`src/rtl/generic_rom_reader.sv`:
```
// Read-side initiator for a registered-output ROM: walks an address range and
// streams the words out through a credit-controlled FIFO with a last marker.
module generic_rom_reader #(
   parameter int unsigned DATA_WIDTH    = 32,
   parameter int unsigned ADDRESS_WIDTH = 10,
   parameter int unsigned ROM_LATENCY   = 2,
   parameter int unsigned FIFO_DEPTH    = 4
) (
   input  logic                     i_clk,
   input  logic                     i_rst,
   input  logic                     i_start,
   input  logic [ADDRESS_WIDTH-1:0] i_base_addr,
   input  logic [ADDRESS_WIDTH:0]   i_count,
   output logic                     o_busy,
   output logic                     o_done,
   output logic [ADDRESS_WIDTH-1:0] o_rom_address,
   input  logic [DATA_WIDTH-1:0]    i_rom_read_data,
   output logic                     o_valid,
   input  logic                     i_ready,
   output logic [DATA_WIDTH-1:0]    o_data,
   output logic                     o_last
);

   localparam int unsigned PW = (FIFO_DEPTH > 1) ? $clog2(FIFO_DEPTH) : 1;
   localparam int unsigned CW = $clog2(FIFO_DEPTH + ROM_LATENCY + 2) + 1;
   localparam logic [ADDRESS_WIDTH:0] ONE_CNT = (ADDRESS_WIDTH + 1)'(1);

   typedef enum logic [1:0] {
      S_IDLE,
      S_ISSUE,
      S_DRAIN,
      S_DONE
   } state_t;

   state_t                   state_q;
   logic [ADDRESS_WIDTH-1:0] addr_q;
   logic [ADDRESS_WIDTH-1:0] rom_addr_q;
   logic [ADDRESS_WIDTH:0]   remain_q;
   logic                     busy_q;
   logic                     done_q;

   // One stage beyond ROM_LATENCY: the token also covers our own address register.
   logic [ROM_LATENCY:0]     tok_v_q;
   logic [ROM_LATENCY:0]     tok_l_q;

   logic [DATA_WIDTH-1:0]    mem_data_q [FIFO_DEPTH];
   logic [FIFO_DEPTH-1:0]    mem_last_q;
   logic [PW-1:0]            wr_ptr_q;
   logic [PW-1:0]            rd_ptr_q;
   logic [CW-1:0]            fifo_cnt_q;
   logic [CW-1:0]            fifo_cnt_d;

   logic [CW-1:0]            inflight;
   logic [CW-1:0]            credit_used;
   logic                     fifo_valid;
   logic                     pop;
   logic                     wr;
   logic                     issue;
   logic                     last_issue;
   logic                     accept;

   assign fifo_valid = (fifo_cnt_q != '0);
   assign pop        = fifo_valid & i_ready;
   assign wr         = tok_v_q[ROM_LATENCY];
   assign accept     = i_start & ((state_q == S_IDLE) | (state_q == S_DONE));

   always_comb begin
      inflight = '0;
      for (int unsigned i = 0; i <= ROM_LATENCY; i++) begin
         inflight = inflight + CW'(tok_v_q[i]);
      end
   end

   // The slot freed by a same-cycle pop is reusable, so FIFO_DEPTH = latency + 2
   // still sustains one word per cycle.
   assign credit_used = fifo_cnt_q + inflight - CW'(pop);
   assign issue       = (state_q == S_ISSUE) && (remain_q != '0) &&
                        (credit_used < CW'(FIFO_DEPTH));
   assign last_issue  = issue && (remain_q == ONE_CNT);
   assign fifo_cnt_d  = fifo_cnt_q + CW'(wr) - CW'(pop);

   always_ff @(posedge i_clk or posedge i_rst) begin
      if (i_rst) begin
         state_q    <= S_IDLE;
         addr_q     <= '0;
         rom_addr_q <= '0;
         remain_q   <= '0;
         busy_q     <= 1'b0;
         done_q     <= 1'b0;
      end else begin
         done_q <= 1'b0;
         if (issue) begin
            rom_addr_q <= addr_q;
            addr_q     <= addr_q + ADDRESS_WIDTH'(1);
            remain_q   <= remain_q - ONE_CNT;
         end
         case (state_q)
            S_IDLE, S_DONE: begin
               if (accept) begin
                  addr_q   <= i_base_addr;
                  remain_q <= i_count;
                  if (i_count == '0) begin
                     state_q <= S_DONE;
                     done_q  <= 1'b1;
                     busy_q  <= 1'b0;
                  end else begin
                     state_q <= S_ISSUE;
                     busy_q  <= 1'b1;
                  end
               end else begin
                  state_q <= S_IDLE;
                  busy_q  <= 1'b0;
               end
            end
            S_ISSUE: begin
               if (last_issue) begin
                  state_q <= S_DRAIN;
               end
            end
            S_DRAIN: begin
               if (pop && mem_last_q[rd_ptr_q]) begin
                  state_q <= S_DONE;
                  done_q  <= 1'b1;
                  busy_q  <= 1'b0;
               end
            end
            default: begin
               state_q <= S_IDLE;
               busy_q  <= 1'b0;
            end
         endcase
      end
   end

   always_ff @(posedge i_clk or posedge i_rst) begin
      if (i_rst) begin
         tok_v_q <= '0;
         tok_l_q <= '0;
      end else begin
         tok_v_q <= {tok_v_q[ROM_LATENCY-1:0], issue};
         tok_l_q <= {tok_l_q[ROM_LATENCY-1:0], last_issue};
      end
   end

   always_ff @(posedge i_clk or posedge i_rst) begin
      if (i_rst) begin
         for (int unsigned i = 0; i < FIFO_DEPTH; i++) begin
            mem_data_q[i] <= '0;
         end
         mem_last_q <= '0;
         wr_ptr_q   <= '0;
         rd_ptr_q   <= '0;
         fifo_cnt_q <= '0;
      end else begin
         if (wr) begin
            mem_data_q[wr_ptr_q] <= i_rom_read_data;
            mem_last_q[wr_ptr_q] <= tok_l_q[ROM_LATENCY];
            wr_ptr_q             <= wr_ptr_q + PW'(1);
         end
         if (pop) begin
            rd_ptr_q <= rd_ptr_q + PW'(1);
         end
         fifo_cnt_q <= fifo_cnt_d;
      end
   end

   assign o_busy        = busy_q;
   assign o_done        = done_q;
   assign o_rom_address = rom_addr_q;
   assign o_valid       = fifo_valid;
   assign o_data        = mem_data_q[rd_ptr_q];
   assign o_last        = fifo_valid & mem_last_q[rd_ptr_q];

endmodule
```
`config.mk`:
```
export PLATFORM = sky130hd
export DESIGN_NAME = generic_rom_reader
export DESIGN_NICKNAME = d
export VERILOG_FILES = /design/src/rtl/generic_rom_reader.sv
export SDC_FILE = /design/constraint.sdc
export NUM_CORES = 1
export LEC_CHECK = 0
export CAP_MARGIN = 10
export CORE_MARGIN = 4
export CORE_UTILIZATION = 50
export CTS_CLUSTER_DIAMETER = 60
export DETAILED_ROUTE_END_ITERATION = 6
export GPL_TIMING_DRIVEN = 0
export HOLD_SLACK_MARGIN = 0.1
export PLACE_DENSITY = 0.81
export REMOVE_ABC_BUFFERS = 1
export SYNTH_ARGS = -nofsm -noshare
export SYNTH_HDL_FRONTEND = slang
export SYNTH_SLANG_ARGS = --single-unit
```
`constraint.sdc`:
```
create_clock -name i_clk -period 6 [get_ports i_clk]
set_input_delay 1.5 -clock i_clk [delete_from_list [all_inputs] [get_ports i_clk]]
set_output_delay 1.5 -clock i_clk [all_outputs]
set_load 0.03 [all_outputs]
```
==> results.txt, run 1 <==
status = complete, no violations
critical path data required time = 6.31 ns
Global Route met3 Usage = 5.22%
crit path max fanout = 12
Initial Util = 51.8%
VDD IR max = 0.333 mV
number of synthesized flops with an enable pin = 0
routability cong. = 0.849
clk_skew = 0.00723 ns
clk_lat worst skew = 0.43 ns
root buf cell = clkbuf_16
Leakage = 4.26 nW
Post-Syn Area = 8340 sq um
Routed WL = 17800 um
Tmin final = 4.49 ns
Synth area leader = dfrtp_1
htree depth = 4
hpwl dp = 11900 um
crit end category = register
ant diodes = 0
first-pass GRT wire length = 29200 um
largest net degree at the start of global routing = 136
GR Layer Usage met1 = 25.4%
die width = 137 um
Starting DRT DRC Count = 268
synth cell count leaders = 181 x dfrtp_1, 143 x mux2_2, 33 x mux4_2
CP peak stage delay = 0.62 ns
# Max-Cap Violations = 0
power per cell area = 613 nW/um^2
Final Power = 6.31 mW
# port buffers = 102
CTS tree = yes
gr busiest metal = met2
Synth cell types = 45
setup bufs post-CTS = 0
ys async rst share = 100%
Area contributors post-synth = dfrtp_1 54%, mux2_2 19%, mux4_2 8.9%, ha_1 2.4%, or4_1 1.4%
critical path type = primary input to register
final number of max-transition violations = 0
initial antenna violation count = 0
Ys Warns = 0
Seq cells post-synth = 181
vias post-DR = 5360
critical path startpoint category = primary input
Post-route DRC = 0
RSZ-0062 raised after global routing = false
post-synthesis mux area share = 28.5%
synth-to-layout area growth = 23.3%
DR pass1 iterations = 4
post-synth top area share = 54.3%
Slowest-stage cell, CP = clkdlybuf4s50_1
vias per cell = 5.85
Worst-Margin Slew = 1.04 ns
Rows = 46
critical path arrival = 4.80 ns
die area = 18800 sq um
Post-synth top flop = dfrtp_1
finished layout cell area = 10300 sq um
Post-Synth Simple-Gate Area = 6.57%
post-CTS sizing = 0
vias in the first global route = 5801
Placement Cell Area = 9660 sq um
post-synthesis adder-cell area fraction = 2.88%
Avg WL per Cell = 19.4 um
highest clock rate = 0.223 GHz
sequential share of the synthesized area = 54.3%
core box area = 16100 sq um
Mean Syn Cell Area = 14.1 sq um
DIE HEIGHT = 137 um
CTS clk-pin slew, worst paths = 0.06 ns
Slew headroom = 30.3%
Filler Cell Count = 1122
Period Utilization, post-route = 74.8%
Top Ports = 103
Fin. Hold Viols = 0
Syn Inst Count = 591
Clock Path Buffers = 2
GR Layer Usage met2 = 34.1%
Global Route Usage Sum = 20.1%
CTS Sinks = 181
hold_buf cts = 0
combinational family with the most area after synthesis = multiplexers
CTS buffer count = 17
grt ovf = 0
proportion of layout cells with a drive suffix above 1 = 32.8%
Post-Route Setup TNS = 0 ns
most common cell in the synthesized netlist = dfrtp_1
final setup vio count = 0
post-synthesis compound-gate area fraction = 4.50%
crit path cell chain = clkdlybuf4s50_1 > nand2_1 > or2_2 > ha_1 > ha_1 > a31oi_1 > mux2i_1 > o21a_1 > nand2_1 > inv_1 > mux2_1
worst min path class = register to register
post-route ant nets = 0
xor-xnor portion of the synthesized cell area = 0.630%
Final nets = 763
[layout by cell type (no fill, tap or decap), types with 3 or more instances in the layout]
master / synthesis / routed
ha_1: 16 / 16
or3_1: 3 / 3
a21oi_1: 4 / 4
inv_1: 19 / 18
xor2_1: 3 / 3
nand3_1: 8 / 8
o31ai_1: 15 / 15
nand2_2: 0 / 4
nand2_1: 25 / 21
dfrtp_1: 181 / 179
clkdlybuf4s50_1: 0 / 102
inv_8: 0 / 3
inv_6: 0 / 3
and2_1: 3 / 3
o211ai_1: 4 / 4
xnor2_1: 3 / 3
nand4_1: 5 / 5
buf_12: 0 / 5
mux4_2: 33 / 33
clkinvlp_4: 0 / 3
o21ai_0: 6 / 6
clkbuf_16: 0 / 17
or4_1: 16 / 16
a31oi_1: 18 / 18
nor4_1: 3 / 3
clkbuf_8: 0 / 4
and3_1: 5 / 5
nor2_1: 22 / 22
mux2_2: 143 / 143
[cell type report]
cell class              count  area (sq um)  share of cell area, %
clock inverters            11           115                   1.12
clock buffers              21           480                   4.67
well taps                 216           270                   2.63
flip-flops and latches    181          4530                   44.1
multi-input cells         358          3600                   35.1
repair buffers            111          1200                   11.7
inverters                  19          78.8                  0.767
[logic make-up (layout without fill, tap and decap cells)]
family,after synthesis,after routing
XOR/XNOR,6,6
buffers and inverters,52,162
multiplexers,178,178
AO/OA/AOI/OAI,56,56
AND/OR/NAND/NOR,100,100
adder cells (fa/ha/maj),18,18
flip-flops,181,181
[critical path: cells and delay by family]
family	cells	cell delay, ns
fa+ha+maj	2	0.59
simple gates	3	0.79
compound gates	2	0.39
buf+inv	2	0.85
mux	2	0.67
[power by group]
group,switching (mW),internal [mW]
clock,0.485,0.626
combinational,1.40,1.53
sequential,0.443,1.83
total,2.32,3.98
[path summary, 6_finish.rpt]
check,from,endpoint,slack (ns),cells past startpoint
setup / recovery,i_ready,o_rom_address[8]$_DFFE_PP0P_,1.51,11
setup reg to reg,fifo_cnt_q[2]$_DFF_PP0_,o_rom_address[8]$_DFFE_PP0P_,2.35,14
max in group asynchronous,i_rst,rd_ptr_q[1]$_DFFE_PP0P_,3.57,3
hold reg to reg,tok_l_q[0]$_DFF_PP0_,tok_l_q[1]$_DFF_PP0_,0.35,0
hold / removal,tok_l_q[0]$_DFF_PP0_,tok_l_q[1]$_DFF_PP0_,0.35,0
min in group asynchronous,i_rst,mem_data_q[105]$_DFFE_PP0P_,1.48,2
[registers in the layout, indices dropped and copies added (netlist names)]
register and cells:
o_busy 1, remain_q 11, o_done 1, rd_ptr_q 2, fifo_cnt_q 4, addr_q 10, o_rom_address 10, state_q 2
wr_ptr_q 2, tok_v_q 3, tok_l_q 3, mem_data_q 128, mem_last_q 4
[layer usage]
layer	vias up	wire length, um
li1	2403	-
met1	2767	7510
met2	163	9080
met3	27	952
met4	0	253
met5	-	0
[metrics by stage]
step	std cells	setup slack, ns	hold slack (ns)	utilization [%]
final	917	1.51	0.350	63.8
after global routing	917	1.35	0.365	63.8
after CTS	916	1.55	0.352	63.6
after detailed placement	884	1.07	0.338	59.9
after global placement	876	-2.32	0.334	58.8
after floorplan	558	-0.415	0.331	-
Note: power is estimated with default switching activity, not from simulation.
==> run 2: changes to the inputs <==
--- a/config.mk
+++ b/config.mk
@@ -7,12 +7,12 @@
 export LEC_CHECK = 0
 export CAP_MARGIN = 10
 export CORE_MARGIN = 4
-export CORE_UTILIZATION = 50
+export CORE_UTILIZATION = 55
 export CTS_CLUSTER_DIAMETER = 60
 export DETAILED_ROUTE_END_ITERATION = 6
 export GPL_TIMING_DRIVEN = 0
 export HOLD_SLACK_MARGIN = 0.1
-export PLACE_DENSITY = 0.81
+export PLACE_DENSITY = 0.84
 export REMOVE_ABC_BUFFERS = 1
 export SYNTH_ARGS = -nofsm -noshare
 export SYNTH_HDL_FRONTEND = slang
==> constraint.sdc (replaced) <==
create_clock -name i_clk -period 4.48 [get_ports i_clk]
set_input_delay 1.12 -clock i_clk [delete_from_list [all_inputs] [get_ports i_clk]]
set_output_delay 1.12 -clock i_clk [all_outputs]
set_load 0.03 [all_outputs]
==> run 2 against run 1 <==
Core utilization grew 6.3 points. Combinational power increased by 36%. Routed wire length shrank 1.3%. Via count down 0.69%. First-iteration DRC count rose by 42%. Worst hold slack improved by 0.011 ns. Power increased by 36%. Cell count down 3.4%. Clock-buffer cell count shrank 4. Critical path type unchanged.
==> results.txt, run 2 (synthesized netlist as in run 1, its figures left out) <==
largest net degree at the start of global routing = 126
Leakage = 4.29 nW
Post-Route Setup TNS = 0 ns
post-CTS sizing = 0
die width = 131 um
crit path cell chain = clkdlybuf4s50_1 > nand2_1 > or2_2 > ha_1 > ha_1 > a31oi_1 > mux2i_1 > o21ai_2 > buf_8 > or4_1 > a31oi_1
CTS buffer count = 17
placed cells = 853
hpwl dp = 11500 um
DIE HEIGHT = 131 um
Post-route DRC = 0
ant diodes = 0
vias per cell = 6.01
hold_buf cts = 0
vias in the first global route = 5842
Clock Path Buffers = 2
Top Ports = 103
Tmin final = 4.09 ns
commonest cells after routing, fill and taps aside = 179 x dfrtp_1, 143 x mux2_2, 102 x clkdlybuf4s50_1, 33 x mux4_2, 22 x nor2_1
Final nets = 764
Initial Util = 56.8%
Worst-Margin Slew = 0.852 ns
core box area = 14700 sq um
largest register by flop count = mem_data_q
non-filler cells, final = 886
critical path startpoint category = primary input
root buf cell = clkbuf_16
critical path arrival = 4.44 ns
final setup vio count = 0
final design utilization = 70.1%
post-route ant nets = 0
Largest regs = mem_data_q: 128 flops, remain_q: 11 flops
# Max-Cap Violations = 0
power per cell area = 832 nW/um^2
crit path max fanout = 24
crit path buf inv count = 2
Starting DRT DRC Count = 381
CTS clk-pin slew, worst paths = 0.07 ns
Global Route Usage Sum = 21.1%
critical path type = primary input to register
Slowest-stage cell, CP = clkdlybuf4s50_1
proportion of layout cells with a drive suffix above 1 = 32.9%
Slew headroom = 42.7%
critical path data required time = 4.82 ns
CTS tree = yes
Filler Cell Count = 969
Rows = 44
first-pass GRT wire length = 29500 um
initial antenna violation count = 0
setup bufs post-CTS = 0
die area = 17200 sq um
Crit path max-delay family = simple AND/OR/NAND/NOR gates
grt ovf = 0
max reg flops = 128
worst min path class = register to register
clk_skew = 0.0103 ns
htree depth = 4
routability cong. = 0.832
final number of max-transition violations = 0
Period Utilization, post-route = 91.3%
final hold slack = 0.361 ns
highest clock rate = 0.244 GHz
most common cell after layout, fill and taps aside = dfrtp_1
# port buffers = 102
CTS Sinks = 181
DR pass1 iterations = 4
CP peak stage delay = 0.60 ns
VDD IR max = 0.381 mV
clk_lat worst skew = 0.43 ns
synth-to-layout area growth = 23.6%
Routed WL = 17600 um
RSZ-0062 raised after global routing = false
Avg WL per Cell = 19.8 um
status = complete, no violations
vias post-DR = 5323
Fin. Hold Viols = 0
crit end category = register
run 2: cell types whose count changed in the layout (fill, tap and decap cells not counted):
cell,change
bufinv_16,+3
clkbuf_8,-4
buf_6,-1
clkinvlp_4,-2
buf_12,+1
buf_8,+1
inv_6,+2
clkinv_2,+1
run 2: worst paths after layout:
kind | startpoint | to | slack [ns] | depth (start not counted)
max | i_ready | addr_q[4]$_DFF_PP0_ | 0.39 | 11
min | tok_l_q[1]$_DFF_PP0_ | tok_l_q[2]$_DFF_PP0_ | 0.36 | 0
max reg2reg | fifo_cnt_q[2]$_DFF_PP0_ | addr_q[4]$_DFF_PP0_ | 0.85 | 14
min reg2reg | tok_l_q[1]$_DFF_PP0_ | tok_l_q[2]$_DFF_PP0_ | 0.36 | 0
max in group asynchronous | i_rst | rd_ptr_q[0]$_DFFE_PP0P_ | 2.43 | 3
min in group asynchronous | i_rst | mem_data_q[25]$_DFFE_PP0P_ | 1.10 | 2
run 2: routing by layer:
layer  GRT usage, %  share of wire [%]
met3           4.82                4.6
met2           35.7                 52
met5              0                  0
met1           27.3                 42
met4           6.77                1.6
run 2: final cells by class:
class                      instances  area, sq um  area share, %
multi-input combinational        358         3600           35.0
clock inverter                    15          213           2.06
sequential                       181         4530           44.0
tap                              184          230           2.23
timing repair buffer             112         1230           11.9
clock buffer                      17          425           4.13
inverter                          19         78.8          0.765
run 2: where the power goes:
| part | switching [mW] | leakage (nW) | internal [mW] |
|---|---|---|---|
| combinational | 1.92 | 1.85 | 2.06 |
| sequential | 0.535 | 2.13 | 2.45 |
| clock | 0.664 | 0.313 | 0.950 |
| total | 3.12 | 4.29 | 5.45 |
run 2: per-stage QoR:
stage | total power [mW] | area, sq um | setup WS (ns)
floorplan | 5.59 | 8190 | -1.56
global placement | 6.69 | 9440 | -3.42
detailed placement | 6.98 | 9640 | -0.0112
CTS | 8.62 | 10300 | 0.402
global route | 9.06 | 10300 | 0.210
finish | 8.58 | 10300 | 0.388
==> run 3: changes to the inputs <==
--- a/config.mk
+++ b/config.mk
@@ -7,12 +7,12 @@
 export LEC_CHECK = 0
 export CAP_MARGIN = 10
 export CORE_MARGIN = 4
-export CORE_UTILIZATION = 55
+export CORE_UTILIZATION = 56
 export CTS_CLUSTER_DIAMETER = 60
 export DETAILED_ROUTE_END_ITERATION = 6
 export GPL_TIMING_DRIVEN = 0
 export HOLD_SLACK_MARGIN = 0.1
-export PLACE_DENSITY = 0.84
+export PLACE_DENSITY = 0.85
 export REMOVE_ABC_BUFFERS = 1
 export SYNTH_ARGS = -nofsm -noshare
 export SYNTH_HDL_FRONTEND = slang
==> constraint.sdc (replaced) <==
create_clock -name i_clk -period 4.3 [get_ports i_clk]
set_input_delay 1.075 -clock i_clk [delete_from_list [all_inputs] [get_ports i_clk]]
set_output_delay 1.075 -clock i_clk [all_outputs]
set_load 0.03 [all_outputs]
==> run 3 against run 2 <==
Cell area shrank 1.4%. Die area is 1.7% lower. Sequential share of layout area is 0.63 points higher. Sequential cell count did not move. Critical path type unchanged. Clock-buffer cell count grew 5. First-iteration DRC count fell by 15%. Clock power fell by 8%. Via count fell by 0.54%. Worst setup slack worse by 0.13 ns. Critical path depth is the same. Worst hold slack lost 0.019 ns.
==> results.txt, run 3 (synthesized netlist as in run 1, its figures left out) <==
Crit path max-delay family = simple AND/OR/NAND/NOR gates
Tmin final = 4.04 ns
largest register by flop count = mem_data_q
Top Ports = 103
Post-Route Setup TNS = 0 ns
critical path arrival = 4.36 ns
Post-route DRC = 0
hpwl dp = 11200 um
ant diodes = 0
Filler Cell Count = 973
Switching Fraction = 36.7%
crit path buf inv count = 2
crit path max fanout = 28
Cell Int Power = 5.50 mW
proportion of layout cells with a drive suffix above 1 = 32.1%
DR pass1 iterations = 4
RR Startpoint = fifo_cnt_q[2]$_DFF_PP0_
Slowest-stage cell, CP = clkdlybuf4s50_1
Rows = 44
VDD IR max = 0.471 mV
CTS Sinks = 181
die width = 130 um
clk_lat worst skew = 0.42 ns
synth-to-layout area growth = 21.8%
# Max-Cap Violations = 0
vias in the first global route = 5773
clk_skew = 0.0104 ns
Clk pwr share = 17.1%
most common cell after layout, fill and taps aside = dfrtp_1
Clock Path Buffers = 2
DIE HEIGHT = 130 um
final number of max-transition violations = 0
status = complete, no violations
worst min path class = register to register
Leakage = 4.22 nW
highest clock rate = 0.247 GHz
routability cong. = 0.818
RSZ-0062 raised after global routing = false
Fin. Hold Viols = 0
commonest cells after routing, fill and taps aside = 179 x dfrtp_1, 143 x mux2_2, 102 x clkdlybuf4s50_1, 33 x mux4_2, 22 x nor2_1
vias per cell = 6.00
die area = 16900 sq um
power per cell area = 854 nW/um^2
htree depth = 4
root buf cell = clkbuf_16
# port buffers = 102
critical path startpoint category = primary input
Starting DRT DRC Count = 324
initial antenna violation count = 0
sequential share of power = 36.7%
Worst Setup SP = i_ready
Initial Util = 57.2%
hold_buf cts = 0
CP peak stage delay = 0.60 ns
Slew headroom = 19.0%
Global Route Usage Sum = 21.5%
critical path data required time = 4.62 ns
grt ovf = 0
crit end category = register
max reg flops = 128
post-CTS sizing = 0
final design utilization = 69.7%
Avg WL per Cell = 19.4 um
first-pass GRT wire length = 28600 um
critical path type = primary input to register
largest net degree at the start of global routing = 92
P_sw = 3.18 mW
Largest regs = mem_data_q: 128 flops, remain_q: 11 flops
core box area = 14600 sq um
Worst-Margin Slew = 1.21 ns
Period Utilization, post-route = 94.1%
CTS tree = yes
Final Power = 8.68 mW
vias post-DR = 5294
final setup vio count = 0
crit path cell chain = clkdlybuf4s50_1 > nand2_1 > or2_2 > ha_1 > ha_1 > a31oi_1 > mux2i_1 > o21ai_2 > buf_16 > or4_1 > a31oi_1
CTS buffer count = 17
post-route ant nets = 0
final hold slack = 0.342 ns
Routed WL = 17100 um
CTS clk-pin slew, worst paths = 0.06 ns
Final nets = 760
Comb power frac = 46.2%
setup bufs post-CTS = 0
Hold Crit Start = tok_l_q[0]$_DFF_PP0_
run 3: layer usage:
metal  share of wire, %  GRT usage (%)  wire (um)  vias up
met5                  0              0          0        -
met4               0.84           4.83        144        0
met3                5.0           5.03        863       10
met2                 51           37.4       8780      149
met1                 43           27.8       7310     2741
li1                   -              -          -     2394
run 3: power by group through the flow:
stage | sequential, mW | clock [mW] | combinational (mW)
floorplan | 3.11 | 0 | 2.72
global placement | 3.15 | 0 | 3.81
detailed placement | 3.21 | 0 | 4.03
CTS | 3.19 | 1.51 | 4.06
global route | 3.30 | 1.58 | 4.31
finish | 3.19 | 1.48 | 4.02
run 3: layout make-up:
type	instances	area, sq um	share of cell area [%]
flip-flops and latches	181	4530	44.6
multi-input cells	358	3600	35.5
repair buffers	108	1150	11.4
clock buffers	22	464	4.57
well taps	184	230	2.27
clock inverters	10	98.8	0.973
inverters	19	78.8	0.776
run 3: stage by stage:
stage | setup slack, ns | cell area (sq um) | std cells
after global placement | -3.56 | 9440 | 844
after floorplan | -1.69 | 8190 | 558
after detailed placement | -0.152 | 9600 | 850
final | 0.255 | 10200 | 882
after global routing | 0.0730 | 10200 | 882
after CTS | 0.284 | 10200 | 882
run 3: path summary, 6_finish.rpt:
kind	to	slack, ns	cells past startpoint
max	remain_q[7]$_DFF_PP0_	0.26	11
min	tok_l_q[1]$_DFF_PP0_	0.34	0
min reg2reg	tok_l_q[1]$_DFF_PP0_	0.34	0
max in group asynchronous	mem_data_q[92]$_DFFE_PP0P_	2.28	3
min in group asynchronous	mem_data_q[31]$_DFFE_PP0P_	1.15	2
max reg2reg	remain_q[7]$_DFF_PP0_	0.66	14
run 3: worst register-to-register path, stage by stage (launching register included):
cell and delay, ns:
dfrtp_1 0.36, inv_1 0.07, ha_1 0.14, nand3_1 0.24
nand2_1 0.21, or2_2 0.14, nand2_1 0.06, fa_1 0.36
ha_1 0.30, a31oi_1 0.18, mux2i_1 0.32, o21ai_2 0.22
buf_16 0.22, or4_1 0.49, a31oi_1 0.23
